$ cat src/rtl/dev_port_pkg.sv
// rtl/dev_port_pkg.sv - shared defaults and helpers for dev_port_fifo
`timescale 1ns/1ps
package dev_port_pkg;

    localparam int          DEF_ADDR_W = 8;
    localparam logic [7:0]  DEF_BCAST  = 8'hFF;
    localparam int          MAX_W      = 64;

    // Occupancy counter width: one extra bit so a full queue (cnt == DEPTH) is representable.
    function automatic int cnt_w(input int depth);
        return $clog2(depth) + 1;
    endfunction

    // Destination field sits in the top addr_w bits of a pkt_sz-bit packet.
    function automatic logic [MAX_W-1:0] dest_of(input logic [MAX_W-1:0] pkt,
                                                 input int pkt_sz,
                                                 input int addr_w);
        logic [MAX_W-1:0] mask;
        mask = (MAX_W'(1) << addr_w) - MAX_W'(1);
        return (pkt >> (pkt_sz - addr_w)) & mask;
    endfunction

endpackage

$ cat src/rtl/port_fifo_core.sv
// rtl/port_fifo_core.sv - show-ahead circular FIFO with occupancy count and sticky overflow
// Ports: clk, reset (async, active-high); wr/wr_data write side; rd/rd_data show-ahead
// read side (rd_data is 0 while empty); cnt occupancy; full/empty status; ovf sticky drop flag.
`timescale 1ns/1ps
module port_fifo_core
    import dev_port_pkg::*;
#(
    parameter int W     = 16,
    parameter int DEPTH = 8
) (
    input  logic                      clk,
    input  logic                      reset,
    input  logic                      wr,
    input  logic [W-1:0]              wr_data,
    input  logic                      rd,
    output logic [W-1:0]              rd_data,
    output logic [cnt_w(DEPTH)-1:0]   cnt,
    output logic                      full,
    output logic                      empty,
    output logic                      ovf
);

    localparam int AW = $clog2(DEPTH);
    localparam int CW = cnt_w(DEPTH);

    logic [W-1:0]  mem [DEPTH];
    logic [AW-1:0] wr_ptr;
    logic [AW-1:0] rd_ptr;
    logic          do_wr;
    logic          do_rd;

    assign empty = (cnt == '0);
    assign full  = (cnt == CW'(DEPTH));

    // A read on an empty queue is ignored; a read on a full queue frees the
    // slot so a same-cycle write is still accepted.
    assign do_rd = rd & ~empty;
    assign do_wr = wr & (~full | do_rd);

    always_ff @(posedge clk or posedge reset) begin
        if (reset) begin
            wr_ptr <= '0;
            rd_ptr <= '0;
            cnt    <= '0;
            ovf    <= 1'b0;
        end else begin
            if (do_wr) wr_ptr <= wr_ptr + AW'(1);
            if (do_rd) rd_ptr <= rd_ptr + AW'(1);
            case ({do_wr, do_rd})
                2'b10:   cnt <= cnt + CW'(1);
                2'b01:   cnt <= cnt - CW'(1);
                default: cnt <= cnt;
            endcase
            if (wr && !do_wr) ovf <= 1'b1;
        end
    end

    // Storage is never reset; empty masks stale contents on the output.
    always_ff @(posedge clk) begin
        if (do_wr) mem[wr_ptr] <= wr_data;
    end

    assign rd_data = empty ? '0 : mem[rd_ptr];

endmodule

$ cat src/rtl/dev_port_fifo.sv
// rtl/dev_port_fifo.sv - per-device bus port with TX/RX queues, overflow flags and RX address filter
// Ports: clk, reset (async, active-high); bus side pndng/D_pop/pop and push/D_push;
// device side tx_wr/tx_data/tx_full/tx_cnt and rx_rd/rx_data/rx_vld/rx_cnt;
// status tx_ovf, rx_ovf, misroute_cnt.
// Macro DEV_PORT_FIFO_ADDR_CHECK_EN: drop RX pushes not addressed to DEV_ID or BCAST
// and count them in misroute_cnt; otherwise misroute_cnt is 0.
`timescale 1ns/1ps
module dev_port_fifo
    import dev_port_pkg::*;
#(
    parameter int                PCKG_SZ = 16,
    parameter int                DEPTH   = 8,
    parameter int                ADDR_W  = DEF_ADDR_W,
    parameter int                DEV_ID  = 0,
    parameter logic [ADDR_W-1:0] BCAST   = ADDR_W'(DEF_BCAST)
) (
    input  logic                      clk,
    input  logic                      reset,
    output logic                      pndng,
    output logic [PCKG_SZ-1:0]        D_pop,
    input  logic                      pop,
    input  logic                      push,
    input  logic [PCKG_SZ-1:0]        D_push,
    input  logic                      tx_wr,
    input  logic [PCKG_SZ-1:0]        tx_data,
    output logic                      tx_full,
    output logic [cnt_w(DEPTH)-1:0]   tx_cnt,
    input  logic                      rx_rd,
    output logic [PCKG_SZ-1:0]        rx_data,
    output logic                      rx_vld,
    output logic [cnt_w(DEPTH)-1:0]   rx_cnt,
    output logic                      tx_ovf,
    output logic                      rx_ovf,
    output logic [7:0]                misroute_cnt
);

    logic              tx_empty;
    logic              rx_empty;
    logic              rx_full;
    logic              unused_rx_full;
    logic [ADDR_W-1:0] dest;
    logic              addr_ok;
    logic              rx_wr;

    assign dest    = ADDR_W'(dest_of(MAX_W'(D_push), PCKG_SZ, ADDR_W));
    assign addr_ok = (dest == ADDR_W'(DEV_ID)) || (dest == BCAST);

`ifdef DEV_PORT_FIFO_ADDR_CHECK_EN
    logic [7:0] mis_q;

    // Misaddressed pushes never reach the RX queue, so they can't count as overflow.
    assign rx_wr = push & addr_ok;

    always_ff @(posedge clk or posedge reset) begin
        if (reset)
            mis_q <= 8'd0;
        else if (push && !addr_ok && mis_q != 8'hFF)
            mis_q <= mis_q + 8'd1;
    end

    assign misroute_cnt = mis_q;
`else
    logic unused_addr_ok;

    assign unused_addr_ok = addr_ok;
    assign rx_wr          = push;
    assign misroute_cnt   = 8'd0;
`endif

    assign unused_rx_full = rx_full;

    port_fifo_core #(.W(PCKG_SZ), .DEPTH(DEPTH)) u_tx (
        .clk     (clk),
        .reset   (reset),
        .wr      (tx_wr),
        .wr_data (tx_data),
        .rd      (pop),
        .rd_data (D_pop),
        .cnt     (tx_cnt),
        .full    (tx_full),
        .empty   (tx_empty),
        .ovf     (tx_ovf)
    );

    port_fifo_core #(.W(PCKG_SZ), .DEPTH(DEPTH)) u_rx (
        .clk     (clk),
        .reset   (reset),
        .wr      (rx_wr),
        .wr_data (D_push),
        .rd      (rx_rd),
        .rd_data (rx_data),
        .cnt     (rx_cnt),
        .full    (rx_full),
        .empty   (rx_empty),
        .ovf     (rx_ovf)
    );

    assign pndng  = ~tx_empty;
    assign rx_vld = ~rx_empty;

endmodule
$ cat config.mk
export PLATFORM = sky130hd
export DESIGN_NAME = dev_port_fifo
export DESIGN_NICKNAME = d
export VERILOG_FILES = /design/src/rtl/dev_port_pkg.sv /design/src/rtl/port_fifo_core.sv /design/src/rtl/dev_port_fifo.sv
export SDC_FILE = /design/constraint.sdc
export NUM_CORES = 1
export LEC_CHECK = 0
export ABC_AREA = 1
export CORE_MARGIN = 3
export CORE_UTILIZATION = 35
export CTS_CLUSTER_DIAMETER = 150
export CTS_CLUSTER_SIZE = 20
export DETAILED_ROUTE_END_ITERATION = 6
export PLACE_DENSITY_LB_ADDON = 0.08
export SKIP_CTS_REPAIR_TIMING = 1
export SLEW_MARGIN = 40
export SYNTH_ARGS = -nofsm -noshare
export SYNTH_HDL_FRONTEND = slang
export SYNTH_HIERARCHICAL = 1
export SYNTH_SLANG_ARGS = --single-unit
$ cat constraint.sdc
create_clock -name clk -period 2.8 [get_ports clk]
set_input_delay 0.28 -clock clk [delete_from_list [all_inputs] [get_ports clk]]
set_output_delay 0.28 -clock clk [all_outputs]
set_load 0.005 [all_outputs]
==> results, run 1 <==
- The final worst hold slack is 108 ps.
- The sequential fraction of design power is 0.402.
- The synthesis-to-layout area growth is 17.4%.
- In this run the tightest slew margin relative to its limit is 0.611.
- The data required time at the worst endpoint is 2520 ps.
- The congestion estimate from routability-driven global placement came to between 0.7 and 0.8.
- The setup-violating endpoint count in the final report is 0.
- Between clock sinks in the finished design, the worst skew comes to ~14 ps.
- The clock network latency to the later pin of the worst-skew pair is 490 ps.
- The row count is 65.
- The count of unresolved DRC violations after routing is 0.
- Once detailed placement completed, the half-perimeter wirelength came to 15500 um.
- The number of buffers on the longest clock path is 3.
- Of the total power, the share spent switching nets is 0.354.
- The synthesized area per cell is 12.0 sq um.
- The internal portion of the total power is 8.82 mW.
- In this run the cell area of the synthesized design comes to 11600 sq um.
- Entering global routing, the biggest net connects 53 pins.
- The TritonCTS clock tree is yes.
- The share of total power dissipated in the clock network is 0.180.
- The routed wire length is roughly 27000 um.
- After detailed routing, the number of vias per cell comes to 4.81.
- The number of max-slew violations in the final report came to 0.
- The number of primary I/O pins is 91.
- The standard cell core area is 32000 sq um.
- The first-pass iteration count of the detailed router is 4.
- The finished cells cover 13600 sq um.
- The switching power is 4.83 mW.
- Setup repair after global routing could not meet its margin everywhere.
- The net count reported at finish is between 1000 and 1500.
- The number of hold violations in the final report was 0.
- The synthesis warning total is 6.
- The combined global-route utilization of all metal layers is 0.151.
- The detail route stage leaves a number of antenna-violating nets equal to 0.
- The total CTS buffers is 17.
- Measured on the finished design, the core utilization comes to 0.424.
- For this design, the sink count on the clock tree is ~280.
- The post-route minimum period is 2650 ps.
- The number of input and output port buffers inserted is between 80 and 90.
- The via count of the first global-routing pass is between 7000 and 8000.
- The initial antenna violation count is 0.
- The first global-routing pass estimated around 42000 um of wire.
- In this run the worst hold path is classified as input port to async pin.
- The area after detailed placement is 13000 sq um.
- Synthesis handed over a netlist of approximately 960 instances.
- The count of H-tree levels built during CTS is 1.
- The largest vdd supply drop is 0.505 mV.
- In this run the power density over the cells is 1010 nW/um^2.
- The type of the setup path with the least slack is flop to output port.
- The cell count after placement is 1465.
- The kind of start point of the critical path is a flop.
- For flop-to-flop paths, the worst setup slack is 710 ps.
- The run finished with clean final reports.
- At the pin with the least slew margin, the transition time is roughly 580 ps.
- The share of total power dissipated in combinational logic is 0.417.
- After clock tree synthesis, the clock-pin slew on the worst setup and hold paths is 80 ps.
- The number of max-cap violations is 0.
- The fraction of final layout cells sized beyond drive strength 1 is 0.0940.
- The root buffer cell chosen for the clock tree is clkbuf_16.
- The repair_antennas step left the layout with diodes totalling 0.
- At the worst endpoint, the arrival time is 2370 ps.
- The floorplan step defined a die boundary enclosing 35300 sq um.
- The finished layout holds 1499 standard cells, fillers aside.
- The detailed router placed between 7000 and 8000 vias in this run.
- From left edge to right edge, the die measures 188 um.
- Measured along the y axis, the die boundary spans 188 um.
- In the final routed layout, each cell accounts on average for around 18 um.
- The category of the worst setup path capture point is an output port.
- The analysis attributes to cell leakage a power of 4.68 nW.
- For this run the aggregate overflow at the end of global routing stands at 0.
- The maximum fanout along the worst path is 20.
- The number of design-rule violations left by the first detailed-router iteration is 573.
- Based on the critical path, the design can be clocked at up to 0.377 GHz.
- The initial utilization of the core area, before any placement, comes to 0.361.
- The fraction of the cycle the final worst path needs is 0.946.
## area by class of cell
type	count	area (sq um)
repair buffers	124	1250
fillers	3031	18500
multi-input cells	604	2940
well taps	435	544
flip-flops and latches	278	8250
clock buffers	29	480
inverters	29	114
## worst paths after layout
path | start | cells after the start | endpoint
worst max-delay path | u_tx/rd_ptr[0] | 8 | D_pop[4]
worst min-delay path | reset | 2 | u_rx/cnt[1]
worst max register to register | u_tx/cnt[0] | 11 | u_tx/cnt[3]
worst min register to register | u_rx/ovf | 1 | u_rx/ovf
max in group asynchronous | reset | 2 | u_tx/rd_ptr[0]
min in group clk | u_rx/ovf | 1 | u_rx/ovf
## power by group through the flow
stage,clock [mW],combinational [mW],sequential (mW)
after floorplan,0,3.25,5.48
after global placement,0,5.62,5.63
after detailed placement,0,5.62,5.63
after CTS,2.59,5.65,5.54
after global routing,2.73,6.46,5.57
final,2.46,5.70,5.49
## sequential cells by signal, summed over array words and instances (netlist names)
register and cells:
u_tx/ovf 1, u_rx/ovf 1, u_tx/cnt 4, u_tx/rd_ptr 3
u_rx/mem 128, u_rx/cnt 4, u_rx/rd_ptr 3, u_rx/wr_ptr 3
u_tx/wr_ptr 3, u_tx/mem 128
## critical path, cell delays in order (launching register included)
cell             delay (ps)
dfrtp_2                 430
buf_4                   270
nor2_1                   70
nor2_1                   80
o21ai_0                  80
o21ai_1                  70
o21ai_0                  90
nor2_1                  240
clkdlybuf4s50_1         560
## metal layers
metal | vias to the layer above | track usage | part of all wire
li1 | 3536 | - | -
met4 | 0 | 0.0268 | 0.014
met2 | 122 | 0.241 | 0.46
met3 | 25 | 0.0193 | 0.036
met5 | - | 0 | 0
met1 | 3530 | 0.224 | 0.49
## placed cells by master (no fill, tap or decap), types with 6 or more instances in the layout
| master | instances |
|---|---|
| nor2_1 | 264 |
| edfxtp_1 | 256 |
| o21ai_0 | 194 |
| clkdlybuf4s50_1 | 82 |
| buf_4 | 32 |
| o21ai_1 | 32 |
| nand2_1 | 28 |
| inv_1 | 27 |
| clkbuf_16 | 18 |
| dfrtp_1 | 18 |
| nor2_2 | 12 |
| nand3_1 | 12 |
| clkbuf_1 | 11 |
| conb_1 | 8 |
| xor2_1 | 8 |
| ha_1 | 8 |
| buf_12 | 7 |
| a21oi_1 | 6 |
| nor3b_2 | 6 |
## stage by stage
stage | setup slack, ps | total power [mW] | TNS, ps
floorplan | 334 | 8.73 | 0
global placement | 563 | 11.3 | 0
detailed placement | 587 | 11.3 | 0
CTS | 36.3 | 13.8 | 0
global route | -35.1 | 14.8 | -66.5
finish | 151 | 13.6 | 0
(Power assumes the default switching activity.)
==> run 2, diff against run 1 <==
Settings changed: SKIP_CTS_REPAIR_TIMING 1 to default.
==> results of run 2 <==
No change in the layout: final DEF, timing and power equal those of run 1.
